## src/rtl/mem_arbiter.sv

```systemverilog
// Single-port memory arbiter: D-cache write-backs win outright, and the two line-read channels
// take turns on a tie. One line transaction is in flight at a time, and every output is registered.
module mem_arbiter #(
  parameter int ADDR_W = 32,
  parameter int LINE_W = 128
) (
  input  logic              clk,
  input  logic              reset,
  input  logic              ic_read_req,
  input  logic [ADDR_W-1:0] ic_read_addr,
  output logic              ic_read_ack,
  output logic [LINE_W-1:0] ic_read_data,
  input  logic              dc_read_req,
  input  logic [ADDR_W-1:0] dc_read_addr,
  output logic              dc_read_ack,
  output logic [LINE_W-1:0] dc_read_data,
  input  logic              dc_write_req,
  input  logic [ADDR_W-1:0] dc_write_addr,
  input  logic [LINE_W-1:0] dc_write_data,
  output logic              dc_write_ack,
  output logic              mem_enable,
  output logic              mem_rw,
  input  logic              mem_ack,
  output logic [ADDR_W-1:0] mem_addr,
  input  logic [LINE_W-1:0] mem_data_in,
  output logic [LINE_W-1:0] mem_data_out
);

  typedef enum logic [1:0] {IDLE, MEM, RESP} state_t;
  typedef enum logic [1:0] {OWN_IC, OWN_DC, OWN_WR} owner_t;

  state_t state, state_next;
  owner_t owner;
  logic   rr_last;
  logic   grant_ic, grant_dc, grant_wr;

  // NOTE: every always_comb output gets a default first so no path leaves it unassigned (no latch).
  always_comb begin
    state_next = state;
    grant_ic   = 1'b0;
    grant_dc   = 1'b0;
    grant_wr   = 1'b0;
    case (state)
      IDLE: begin
        if (dc_write_req) begin
          grant_wr = 1'b1;
        end else if (ic_read_req && dc_read_req) begin
          grant_ic = rr_last;
          grant_dc = ~rr_last;
        end else begin
          grant_ic = ic_read_req;
          grant_dc = dc_read_req;
        end
        if (grant_ic || grant_dc || grant_wr) state_next = MEM;
      end
      MEM:     if (mem_ack) state_next = RESP;
      RESP:    state_next = IDLE;
      default: state_next = IDLE;
    endcase
  end

  // NOTE: state is updated with non-blocking assignments so every register samples pre-edge values.
  always_ff @(posedge clk or negedge reset) begin
    if (!reset) state <= IDLE;
    else        state <= state_next;
  end

  always_ff @(posedge clk or negedge reset) begin
    if (!reset) begin
      owner        <= OWN_IC;
      rr_last      <= 1'b0;
      mem_enable   <= 1'b0;
      mem_rw       <= 1'b0;
      mem_addr     <= '0;
      mem_data_out <= '0;
      ic_read_ack  <= 1'b0;
      dc_read_ack  <= 1'b0;
      dc_write_ack <= 1'b0;
      ic_read_data <= '0;
      dc_read_data <= '0;
    end else begin
      ic_read_ack  <= 1'b0;
      dc_read_ack  <= 1'b0;
      dc_write_ack <= 1'b0;
      mem_enable   <= (state_next == MEM);

      // The memory side is driven only from these registers, so it ignores requester changes mid-flight.
      if (grant_wr) begin
        owner        <= OWN_WR;
        mem_rw       <= 1'b1;
        mem_addr     <= dc_write_addr;
        mem_data_out <= dc_write_data;
      end
      if (grant_ic) begin
        owner    <= OWN_IC;
        mem_rw   <= 1'b0;
        mem_addr <= ic_read_addr;
        rr_last  <= 1'b0;
      end
      if (grant_dc) begin
        owner    <= OWN_DC;
        mem_rw   <= 1'b0;
        mem_addr <= dc_read_addr;
        rr_last  <= 1'b1;
      end

      if (state == MEM && mem_ack) begin
        case (owner)
          OWN_IC: begin
            ic_read_ack  <= 1'b1;
            ic_read_data <= mem_data_in;
          end
          OWN_DC: begin
            dc_read_ack  <= 1'b1;
            dc_read_data <= mem_data_in;
          end
          default: dc_write_ack <= 1'b1;
        endcase
      end
    end
  end

endmodule
```

## config.mk

```make
export PLATFORM = sky130hd
export DESIGN_NAME = mem_arbiter
export DESIGN_NICKNAME = d
export VERILOG_FILES = /design/src/rtl/mem_arbiter.sv
export SDC_FILE = /design/constraint.sdc
export NUM_CORES = 1
export LEC_CHECK = 0
export BUFFER_PORTS_ARGS = -buffer_cell sky130_fd_sc_hd__buf_2
export CORE_AREA = 3 3 303 305
export DETAILED_ROUTE_END_ITERATION = 16
export DIE_AREA = 0 0 306 308
export GPL_TIMING_DRIVEN = 0
export PLACE_DENSITY = 0.36
export REMOVE_ABC_BUFFERS = 1
export SLEW_MARGIN = 10
export SYNTH_ARGS = -nofsm -noshare
export SYNTH_HDL_FRONTEND = slang
export SYNTH_SLANG_ARGS = --single-unit
```

## constraint.sdc

```tcl
create_clock -name clk -period 3.1 [get_ports clk]
set_input_delay 0.62 -clock clk [delete_from_list [all_inputs] [get_ports clk]]
set_output_delay 0.62 -clock clk [all_outputs]
set_load 0.02 [all_outputs]
```

==> report_table.html, run 1 <==
<table>
<tr><th>Metric</th><th>Value</th></tr>
<tr><th colspan="2">Logic synthesis</th></tr>
<tr><td>Multiplexer share of the synthesized area</td><td>26.22%</td></tr>
<tr><td>Most frequently used cell type in the post-synthesis netlist</td><td>sky130_fd_sc_hd__dfrtp_1</td></tr>
<tr><td>Area share of xor/xnor cells in the synthesized design</td><td>0%</td></tr>
<tr><td>Mean instance size in the synthesized netlist</td><td>15.02 µm²</td></tr>
<tr><td>Top cells by area, synth</td><td>sky130_fd_sc_hd__dfrtp_1, sky130_fd_sc_hd__mux2_1, sky130_fd_sc_hd__mux2_2</td></tr>
<tr><td>Share of the synthesized area in the top cell type</td><td>64.48%</td></tr>
<tr><td>Synth async-reset ratio</td><td>100.0%</td></tr>
<tr><td>Yosys reg bits</td><td>425</td></tr>
<tr><td>Synth Area in Adders</td><td>0%</td></tr>
<tr><td>Number of enable-type register cells in the synthesized netlist</td><td>0</td></tr>
<tr><td>Summed instance area of the synthesized netlist</td><td>16490 µm²</td></tr>
<tr><td>Share of synthesized area occupied by flip-flops and latches</td><td>64.48%</td></tr>
<tr><td>Post-synthesis cell type count</td><td>29</td></tr>
<tr><td>Synth Area in Compound Gates</td><td>3.657%</td></tr>
<tr><td>Synthesis warning total</td><td>0</td></tr>
<tr><td>Leading post-synthesis cells by instance count</td><td>sky130_fd_sc_hd__dfrtp_1, sky130_fd_sc_hd__mux2_1, sky130_fd_sc_hd__mux2_2</td></tr>
<tr><td>Cells after synthesis</td><td>1098</td></tr>
<tr><td>Synth Area in Simple Gates</td><td>3.148%</td></tr>
<tr><td>Area leader, netlist</td><td>sky130_fd_sc_hd__dfrtp_1</td></tr>
<tr><td>Top_reg_cell synth</td><td>sky130_fd_sc_hd__dfrtp_1</td></tr>
<tr><td>Main combinational cell family by area after synthesis</td><td>multiplexers</td></tr>
<tr><th colspan="2">Setup path</th></tr>
<tr><td>Largest fanout on the critical path</td><td>16</td></tr>
<tr><td>Critical path's top delay family</td><td>buffers and inverters</td></tr>
<tr><td>Req. time, crit path</td><td>3.57 ns</td></tr>
<tr><td>Worst reg-to-reg setup slack</td><td>0.70 ns</td></tr>
<tr><td>Critical Path AT</td><td>2.87 ns</td></tr>
<tr><td>Count of cells along the worst register-to-register path</td><td>7</td></tr>
<tr><td>Destination of the worst register-to-register timing path</td><td>ic_read_data[46]$_DFFE_PN0P_</td></tr>
<tr><td>Cell repeated most along the worst path</td><td>sky130_fd_sc_hd__buf_8</td></tr>
<tr><td>Type of destination of the critical path</td><td>flop</td></tr>
<tr><td>Maximum cell stage delay along the critical path</td><td>0.43 ns</td></tr>
<tr><td>Type of the worst setup path</td><td>flop to flop</td></tr>
<tr><td>Category of the worst setup path launch point</td><td>flop</td></tr>
<tr><td>Bufs and invs on worst path</td><td>4</td></tr>
<tr><td>Slowest stage cell on the critical path</td><td>sky130_fd_sc_hd__dfrtp_1</td></tr>
<tr><td>Critical path cell sequence</td><td>nand3b_1, nor3_4, buf_8, buf_16, buf_8, buf_8, mux2_1</td></tr>
<tr><td>Source of the worst register-to-register timing path</td><td>state[1]$_DFF_PN0_</td></tr>
<tr><th colspan="2">Global route</th></tr>
<tr><td>GRT Total Usage</td><td>11.91%</td></tr>
<tr><td>Antenna violations before repair</td><td>14</td></tr>
<tr><td>Wire length of the first global-routing pass</td><td>86.04 mm</td></tr>
<tr><td>Gr ovfl total</td><td>0</td></tr>
<tr><td>Largest net degree at the start of global routing</td><td>104</td></tr>
<tr><td>Vias in the first global route</td><td>13180</td></tr>
<tr><th colspan="2">Hold path</th></tr>
<tr><td>End point of the worst hold path</td><td>mem_data_out[123]$_DFFE_PN0P_</td></tr>
<tr><td>Hold_sp</td><td>dc_write_data[123]</td></tr>
<tr><td>Hold crit path type</td><td>input port to flop</td></tr>
<tr><td>Hold Path Cell Cnt</td><td>2</td></tr>
<tr><th colspan="2">Clocking</th></tr>
<tr><td>CTS tree</td><td>done</td></tr>
<tr><td>Buffers inserted during post-CTS setup optimization</td><td>0</td></tr>
<tr><td>Level count of the clock H-tree</td><td>2</td></tr>
<tr><td>CTS Buffer Depth</td><td>3</td></tr>
<tr><td>Insertion delay to the later sink of the worst-skew pair</td><td>0.61 ns</td></tr>
<tr><td>Clock input transition at the sequential cells of the worst setup and hold paths</td><td>0.06 ns</td></tr>
<tr><td>CTS root buffer</td><td>sky130_fd_sc_hd__clkbuf_16</td></tr>
<tr><td>TritonCTS sink count</td><td>425</td></tr>
<tr><td>Number of CTS-inserted buffers</td><td>54</td></tr>
<tr><th colspan="2">STA</th></tr>
<tr><td>Fraction of the cycle the final worst path needs</td><td>77.51%</td></tr>
<tr><td>Max-slew headroom at the worst pin</td><td>41.16%</td></tr>
<tr><td>Count of endpoints failing setup in the final report</td><td>0</td></tr>
<tr><td>Final Skew</td><td>0.01465 ns</td></tr>
<tr><td>Final min period</td><td>2.403 ns</td></tr>
<tr><td>Worst Tran Pin Value</td><td>0.8807 ns</td></tr>
<tr><td>Final hold slack</td><td>0.2282 ns</td></tr>
<tr><td>RSZ-0062 raised after global routing</td><td>no</td></tr>
<tr><td>Number of max-slew violations in the final report</td><td>0</td></tr>
<tr><td>Final hold viol count</td><td>0</td></tr>
<tr><td>Peak clock frequency supported by timing</td><td>416.2 MHz</td></tr>
<tr><th colspan="2">Pwr</th></tr>
<tr><td>Power per Cell Area</td><td>1091 nW/µm²</td></tr>
<tr><td>P_leak</td><td>11.46 nW</td></tr>
<tr><td>Worst IR drop on VDD</td><td>576.7 µV</td></tr>
<tr><th colspan="2">Status</th></tr>
<tr><td>Status</td><td>complete, no violations</td></tr>
<tr><th colspan="2">Placed design</th></tr>
<tr><td>Cells after DPL</td><td>3004</td></tr>
<tr><td>Buffers on Ports</td><td>778</td></tr>
<tr><td>Final weighted congestion of routability-driven global placement</td><td>0.7640</td></tr>
<tr><td>Placed wire-length estimate after detailed placement</td><td>44.31 mm</td></tr>
<tr><th colspan="2">Route</th></tr>
<tr><td>Final antenna-violating net count</td><td>0</td></tr>
<tr><td>WL final</td><td>58.55 mm</td></tr>
<tr><td>Wirelength per Cell</td><td>18.86 µm</td></tr>
<tr><td>Vias per cell</td><td>3.909</td></tr>
<tr><td>Routed via count</td><td>12140</td></tr>
<tr><td>First DRT Iteration DRCs</td><td>322</td></tr>
<tr><td>Drt pass-1 iters</td><td>5</td></tr>
<tr><td>Post-route DRC violation count</td><td>0</td></tr>
<tr><th colspan="2">Finish</th></tr>
<tr><td>Combined area of the multi-input logic cells</td><td>5488 µm²</td></tr>
<tr><td>Layout overhead on the synthesized area</td><td>44.21%</td></tr>
<tr><td>Sequential cell area</td><td>10640 µm²</td></tr>
<tr><td># fillers</td><td>9419</td></tr>
<tr><td>Layout cells sized above 1</td><td>52.68%</td></tr>
<tr><td>Final non-filler cell total</td><td>3105</td></tr>
<tr><td>Nets@finish</td><td>2243</td></tr>
<tr><th colspan="2">Job</th></tr>
<tr><td>Number of max-cap violations</td><td>0</td></tr>
<tr><th colspan="2">Floorplan</th></tr>
<tr><td>Starting density of the core</td><td>18.41%</td></tr>
<tr><td>Placement Rows</td><td>110</td></tr>
<tr><td>Number of placed I/O pins</td><td>779</td></tr>
<tr><td>Placeable core area</td><td>89600 µm²</td></tr>
<tr><td>Die width</td><td>306 µm</td></tr>
<tr><td>Die outline height</td><td>308 µm</td></tr>
<tr><td>Die Footprint</td><td>94250 µm²</td></tr>
</table>
-- routing by layer --
metal	GRT usage, %	vias to the layer above	routed length [µm]
li1	-	5482	-
met1	12.49	6033	21000
met2	21.67	501	30220
met3	4.814	111	5511
met4	3.902	10	1745
met5	0	-	78
-- where the power goes --
group          internal [mW]  switching [mW]  total, mW  leakage, nW
Clock                   3.90            2.46       6.36        0.885
Sequential              8.16            1.25       9.40         5.13
Combinational           3.76            6.41       10.2         5.45
Total                   15.8            10.1       25.9         11.5
-- per-stage QoR --
| stage | cell area [µm²] | power (mW) | utilization [%] | setup TNS (ns) | worst slack, ns |
|---|---|---|---|---|---|
| floorplan | 16090 | 15.26 | - | -726.34 | -3.558 |
| global placement | 21450 | 19.82 | 23.95 | -5233.21 | -8.736 |
| detailed placement | 21950 | 19.92 | 24.50 | 0 | 0.1798 |
| CTS | 23770 | 26.54 | 26.53 | 0 | 0.5589 |
| global route | 23780 | 27.51 | 26.54 | 0 | 0.4668 |
| finish | 23790 | 25.94 | 26.55 | 0 | 0.6972 |
-- final cells by class --
type	count	share of cell area, %
sequential	425	44.71
multi-input combinational	601	23.07
timing repair buffer	801	18.35
clock buffer	82	6.802
tap	1176	6.186
clock inverter	12	0.7785
antenna	6	0.06312
inverter	2	0.03156
-- worst register-to-register path: cells and delay by family, from the launching register on --
| kind | cells | cell delay, ns |
|---|---|---|
| and+or+nand+nor | 2 | 0.69 |
| buffers and inverters | 4 | 0.82 |
| DFF | 1 | 0.43 |
| muxes | 1 | 0.35 |
-- worst max-delay path by stage --
stage                            start  cells after the start                            end  slack (ns)
floorplan                      mem_ack                      3  ic_read_data[100]$_DFFE_PN0P_       -3.56
global placement               mem_ack                      4   ic_read_data[94]$_DFFE_PN0P_       -8.74
detailed placement         ic_read_req                      4        mem_addr[0]$_DFFE_PN0P_        0.18
CTS                 state[1]$_DFF_PN0_                      7   ic_read_data[84]$_DFFE_PN0P_        0.56
global route        state[1]$_DFF_PN0_                      7  ic_read_data[122]$_DFFE_PN0P_        0.47
finish              state[1]$_DFF_PN0_                      7   ic_read_data[46]$_DFFE_PN0P_        0.70
-- flip-flops by register name, indices dropped and copies added, names as in the netlist --
| name | count |
|---|---|
| dc_read_data | 128 |
| ic_read_data | 128 |
| mem_data_out | 128 |
| mem_addr | 32 |
| owner | 2 |
| state | 2 |
| dc_read_ack | 1 |
| dc_write_ack | 1 |
| ic_read_ack | 1 |
| mem_enable | 1 |
| rr_last | 1 |
-- kinds of logic (layout without fill, tap and decap cells) --
group           count (synthesis)  in the layout
other cells                     0              6
compound gates                101            101
flops                         425            425
simple gates                  116            116
mux                           384            384
buf+inv                        72            897
-- cell usage in the layout, fill, tap and decap left out, drive strengths merged --
master,netlist,routed
a211oi,32,32
a21oi,1,1
a31oi,1,1
and2,2,2
and3,1,1
buf,54,800
bufinv,0,4
clkbuf,16,82
clkinv,0,4
clkinvlp,0,1
dfrtp,425,425
diode,0,6
dlygate4sd3,0,1
inv,2,5
mux2,384,384
nand2,69,69
nand3,1,1
nand3b,2,2
nor2,2,2
nor2b,1,1
nor3,34,34
nor3b,2,2
nor4,1,1
o211a,1,1
o21ai,64,64
o31a,1,1
o31ai,1,1
or3,1,1
-- timing repair --
item | CTS | global route
gates resized for setup | 0 | 0
endpoints found under the hold margin | 50 | 0
hold buffers | 1 | 0
(Power assumes the default switching activity.)
==> inputs of run 2 (changes only) <==
- clock period: 3.1 -> 2.3 ns (I/O delays scaled with it)
==> run 2 against run 1 <==
Against the previous run:
- clock power up 35%
- routed wire length grew 1.2%
- via count is 0.67% higher
- hold slack got worse by 0.16 ns
- worst setup slack got worse by 0.57 ns
- die area is the same
- largest cell class unchanged
==> report_table.html, run 2 (same netlist as run 1, synthesis figures left out) <==
<table>
<tr><th>Metric</th><th>Value</th></tr>
<tr><th colspan="2">STA</th></tr>
<tr><td>RSZ-0062 raised after global routing</td><td>no</td></tr>
<tr><td>Final hold viol count</td><td>0 (unchanged)</td></tr>
<tr><td>Count of endpoints failing setup in the final report</td><td>0 (unchanged)</td></tr>
<tr><td>Peak clock frequency supported by timing</td><td>460.8 MHz (+11%)</td></tr>
<tr><td>Final min period</td><td>2.170 ns (-0.2327 ns)</td></tr>
<tr><td>Max-slew headroom at the worst pin</td><td>40.65% (-0.51 points)</td></tr>
<tr><td>Number of max-slew violations in the final report</td><td>0 (unchanged)</td></tr>
<tr><td>Worst Tran Pin Value</td><td>0.8862 ns (+0.005548 ns)</td></tr>
<tr><td>Setup total negative slack</td><td>0 ns (unchanged)</td></tr>
<tr><td>Fraction of the cycle the final worst path needs</td><td>94.35% (+17 points)</td></tr>
<tr><td>Final Skew</td><td>0.01404 ns (-0.0006158 ns)</td></tr>
<tr><th colspan="2">Setup path</th></tr>
<tr><td>Largest fanout on the critical path</td><td>15 (-1)</td></tr>
<tr><td>Category of the worst setup path launch point</td><td>flop</td></tr>
<tr><td>Destination of the worst register-to-register timing path</td><td>ic_read_data[96]$_DFFE_PN0P_</td></tr>
<tr><td>Cell repeated most along the worst path</td><td>sky130_fd_sc_hd__buf_8</td></tr>
<tr><td>Critical path cell sequence</td><td>nand3b_1, nor3_4, buf_6, buf_8, buf_8, buf_8, mux2_2</td></tr>
<tr><td>Maximum cell stage delay along the critical path</td><td>0.45 ns (+0.02 ns)</td></tr>
<tr><td>Type of destination of the critical path</td><td>flop</td></tr>
<tr><td>Slowest stage cell on the critical path</td><td>sky130_fd_sc_hd__dfrtp_2</td></tr>
<tr><td>Count of cells along the worst register-to-register path</td><td>7 (unchanged)</td></tr>
<tr><td>Type of the worst setup path</td><td>flop to flop</td></tr>
<tr><td>Critical Path AT</td><td>2.65 ns (-0.22 ns)</td></tr>
<tr><td>Source of the worst register-to-register timing path</td><td>state[1]$_DFF_PN0_</td></tr>
<tr><td>Req. time, crit path</td><td>2.78 ns (-0.79 ns)</td></tr>
<tr><td>Worst reg-to-reg setup slack</td><td>0.13 ns (-0.57 ns)</td></tr>
<tr><th colspan="2">Route</th></tr>
<tr><td>Vias per cell</td><td>3.925 (+0.41%)</td></tr>
<tr><td>Final antenna-violating net count</td><td>0 (unchanged)</td></tr>
<tr><td>Drt pass-1 iters</td><td>4 (-1)</td></tr>
<tr><td>WL final</td><td>59.27 mm (+1.2%)</td></tr>
<tr><td>Wirelength per Cell</td><td>19.04 µm (+0.96%)</td></tr>
<tr><td>Routed via count</td><td>12220 (+0.67%)</td></tr>
<tr><td>First DRT Iteration DRCs</td><td>389 (+21%)</td></tr>
<tr><td>Post-route DRC violation count</td><td>0 (unchanged)</td></tr>
<tr><th colspan="2">Finish</th></tr>
<tr><td>Biggest regs</td><td>dc_read_data: 128 flops, ic_read_data: 128 flops, mem_data_out: 128 flops</td></tr>
<tr><td>Layout overhead on the synthesized area</td><td>45.05%</td></tr>
<tr><td>Combined area of the multi-input logic cells</td><td>5532 µm² (+0.80%)</td></tr>
<tr><td>Most common library cell in the layout ignoring fill and taps</td><td>sky130_fd_sc_hd__buf_2</td></tr>
<tr><td># fillers</td><td>9411 (-0.085%)</td></tr>
<tr><td>Final core utilization</td><td>26.70% (+0.15 points)</td></tr>
<tr><td>Nets@finish</td><td>2251 (+0.36%)</td></tr>
<tr><td>Sequential cell area</td><td>10640 µm² (about the same)</td></tr>
<tr><td>Layout cells sized above 1</td><td>52.87% (+0.20 points)</td></tr>
<tr><td>Top library cells by usage in the layout, fill and taps aside</td><td>sky130_fd_sc_hd__buf_2, sky130_fd_sc_hd__dfrtp_1, sky130_fd_sc_hd__mux2_1</td></tr>
<tr><th colspan="2">Pwr</th></tr>
<tr><td>Power, Total</td><td>35.07 mW (+35%)</td></tr>
<tr><td>P_leak</td><td>11.50 nW (+0.31%)</td></tr>
<tr><td>Power per Cell Area</td><td>1466 nW/µm² (+34%)</td></tr>
<tr><td>Worst IR drop on VDD</td><td>777.8 µV (+35%)</td></tr>
<tr><th colspan="2">Global route</th></tr>
<tr><td>Met2 capacity usage during global routing</td><td>21.84% (+0.17 points)</td></tr>
<tr><td>Largest net degree at the start of global routing</td><td>104 (unchanged)</td></tr>
<tr><td>Peak-usage layer in the global routing report</td><td>met2</td></tr>
<tr><td>Vias in the first global route</td><td>13270 (+0.65%)</td></tr>
<tr><td>GRT Total Usage</td><td>12.00% (+0.092 points)</td></tr>
<tr><td>Antenna violations before repair</td><td>14 (unchanged)</td></tr>
<tr><td>Wire length of the first global-routing pass</td><td>86.62 mm (+0.66%)</td></tr>
<tr><td>Met3 Use GR</td><td>4.779% (-0.034 points)</td></tr>
<tr><td>Met1 layer usage reported by global route</td><td>12.62% (+0.12 points)</td></tr>
<tr><td>Gr ovfl total</td><td>0 (unchanged)</td></tr>
<tr><th colspan="2">Floorplan</th></tr>
<tr><td>Die width</td><td>306 µm (unchanged)</td></tr>
<tr><td>Die outline height</td><td>308 µm (unchanged)</td></tr>
<tr><td>Number of placed I/O pins</td><td>779 (unchanged)</td></tr>
<tr><td>Placement Rows</td><td>110 (unchanged)</td></tr>
<tr><td>Die Footprint</td><td>94250 µm² (unchanged)</td></tr>
<tr><td>Placeable core area</td><td>89600 µm² (unchanged)</td></tr>
<tr><td>Starting density of the core</td><td>18.41% (unchanged)</td></tr>
<tr><th colspan="2">Status</th></tr>
<tr><td>Status</td><td>complete, no violations</td></tr>
<tr><th colspan="2">Hold path</th></tr>
<tr><td>Hold Path Cell Cnt</td><td>2 (unchanged)</td></tr>
<tr><td>End point of the worst hold path</td><td>mem_data_out[22]$_DFFE_PN0P_</td></tr>
<tr><td>Hold crit path type</td><td>input port to flop</td></tr>
<tr><td>Hold_sp</td><td>dc_write_data[22]</td></tr>
<tr><th colspan="2">Clocking</th></tr>
<tr><td>Insertion delay to the later sink of the worst-skew pair</td><td>0.61 ns (about the same)</td></tr>
<tr><td>CTS tree</td><td>done</td></tr>
<tr><td>Clock input transition at the sequential cells of the worst setup and hold paths</td><td>0.06 ns (about the same)</td></tr>
<tr><td>CTS root buffer</td><td>sky130_fd_sc_hd__clkbuf_16</td></tr>
<tr><td>CTS Buffer Depth</td><td>3 (unchanged)</td></tr>
<tr><td>Number of CTS-inserted buffers</td><td>54 (unchanged)</td></tr>
<tr><td>TritonCTS sink count</td><td>425 (unchanged)</td></tr>
<tr><td>Level count of the clock H-tree</td><td>2 (unchanged)</td></tr>
<tr><th colspan="2">Job</th></tr>
<tr><td>Number of max-cap violations</td><td>0 (unchanged)</td></tr>
<tr><th colspan="2">Placed design</th></tr>
<tr><td>Placed wire-length estimate after detailed placement</td><td>44.31 mm (unchanged)</td></tr>
<tr><td>Final weighted congestion of routability-driven global placement</td><td>0.7640 (unchanged)</td></tr>
<tr><td>Buffers on Ports</td><td>778 (unchanged)</td></tr>
</table>
[run 2: cell types whose count changed in the layout (fill, tap and decap cells not counted), moves of 2 or more]
cell                            delta
sky130_fd_sc_hd__dlygate4sd3_1     +3
sky130_fd_sc_hd__buf_12            +4
sky130_fd_sc_hd__nor2_1            -2
sky130_fd_sc_hd__nor2_2            +2
sky130_fd_sc_hd__buf_8             -4
[run 2: layout make-up]
| cell class | count | share of cell area (%) |
|---|---|---|
| diodes | 6 | 0.06276 |
| clock buffers | 82 | 6.762 |
| clock inverters | 12 | 0.7740 |
| inverters | 2 | 0.03138 |
| multi-input cells | 603 | 23.12 |
| flip-flops and latches | 425 | 44.46 |
| well taps | 1176 | 6.150 |
| repair buffers | 807 | 18.64 |
[run 2: how the worst max path moves through the flow]
| stage | from | to | depth (start not counted) |
|---|---|---|---|
| 2_1_floorplan | state[1]$_DFF_PN0_ | ic_read_data[100]$_DFFE_PN0P_ | 3 |
| 3_3_place_gp | mem_ack | ic_read_data[94]$_DFFE_PN0P_ | 4 |
| 3_5_place_dp | ic_read_req | mem_addr[0]$_DFFE_PN0P_ | 4 |
| 4_1_cts | state[1]$_DFF_PN0_ | ic_read_data[84]$_DFFE_PN0P_ | 7 |
| 5_1_grt | state[1]$_DFF_PN0_ | ic_read_data[122]$_DFFE_PN0P_ | 7 |
| 6_report | state[1]$_DFF_PN0_ | ic_read_data[96]$_DFFE_PN0P_ | 7 |
[run 2: critical path, delay by kind of cell (launching register included)]
family / cells / cell delay [ns]
buf+inv: 4 / 0.70
mux: 1 / 0.35
simple gates: 2 / 0.52
flops: 1 / 0.45
[run 2: report_power, final]
group,internal [mW],switching (mW)
clock,5.26,3.31
sequential,11.0,1.70
combinational,5.12,8.68
[run 2: layer usage]
metal  up-vias  wire length, µm  part of all wire [%]
met3       116             5515                   9.3
met5         -               78                  0.13
met2       521            30490                    51
met4        10             1799                   3.0
met1      6062            21390                    36
li1       5509                -                     -
[run 2: timing repair]
| item | in CTS | in global routing |
|---|---|---|
| endpoints found under the setup margin | 138 | 173 |
| hold endpoints to repair | 53 | 0 |
| buffers inserted | 2 | 0 |
| cloned | 2 | 1 |
| hold buffers | 4 | 0 |
| pin swaps | 2 | 2 |
| resized for setup | 4 | 9 |
[run 2: per-stage QoR]
stage | worst slack (ns) | cells | area [µm²] | hold WS (ns)
CTS | 0.03136 | 3106 | 23840 | 0.0002818
global route | 0.01418 | 3110 | 23920 | 0.02918
global placement | -9.376 | 2982 | 21450 | 0.4625
detailed placement | -0.4602 | 3004 | 21950 | 0.4218
finish | 0.1299 | 3113 | 23920 | 0.06996
floorplan | -4.237 | 1028 | 16090 | 0.1644
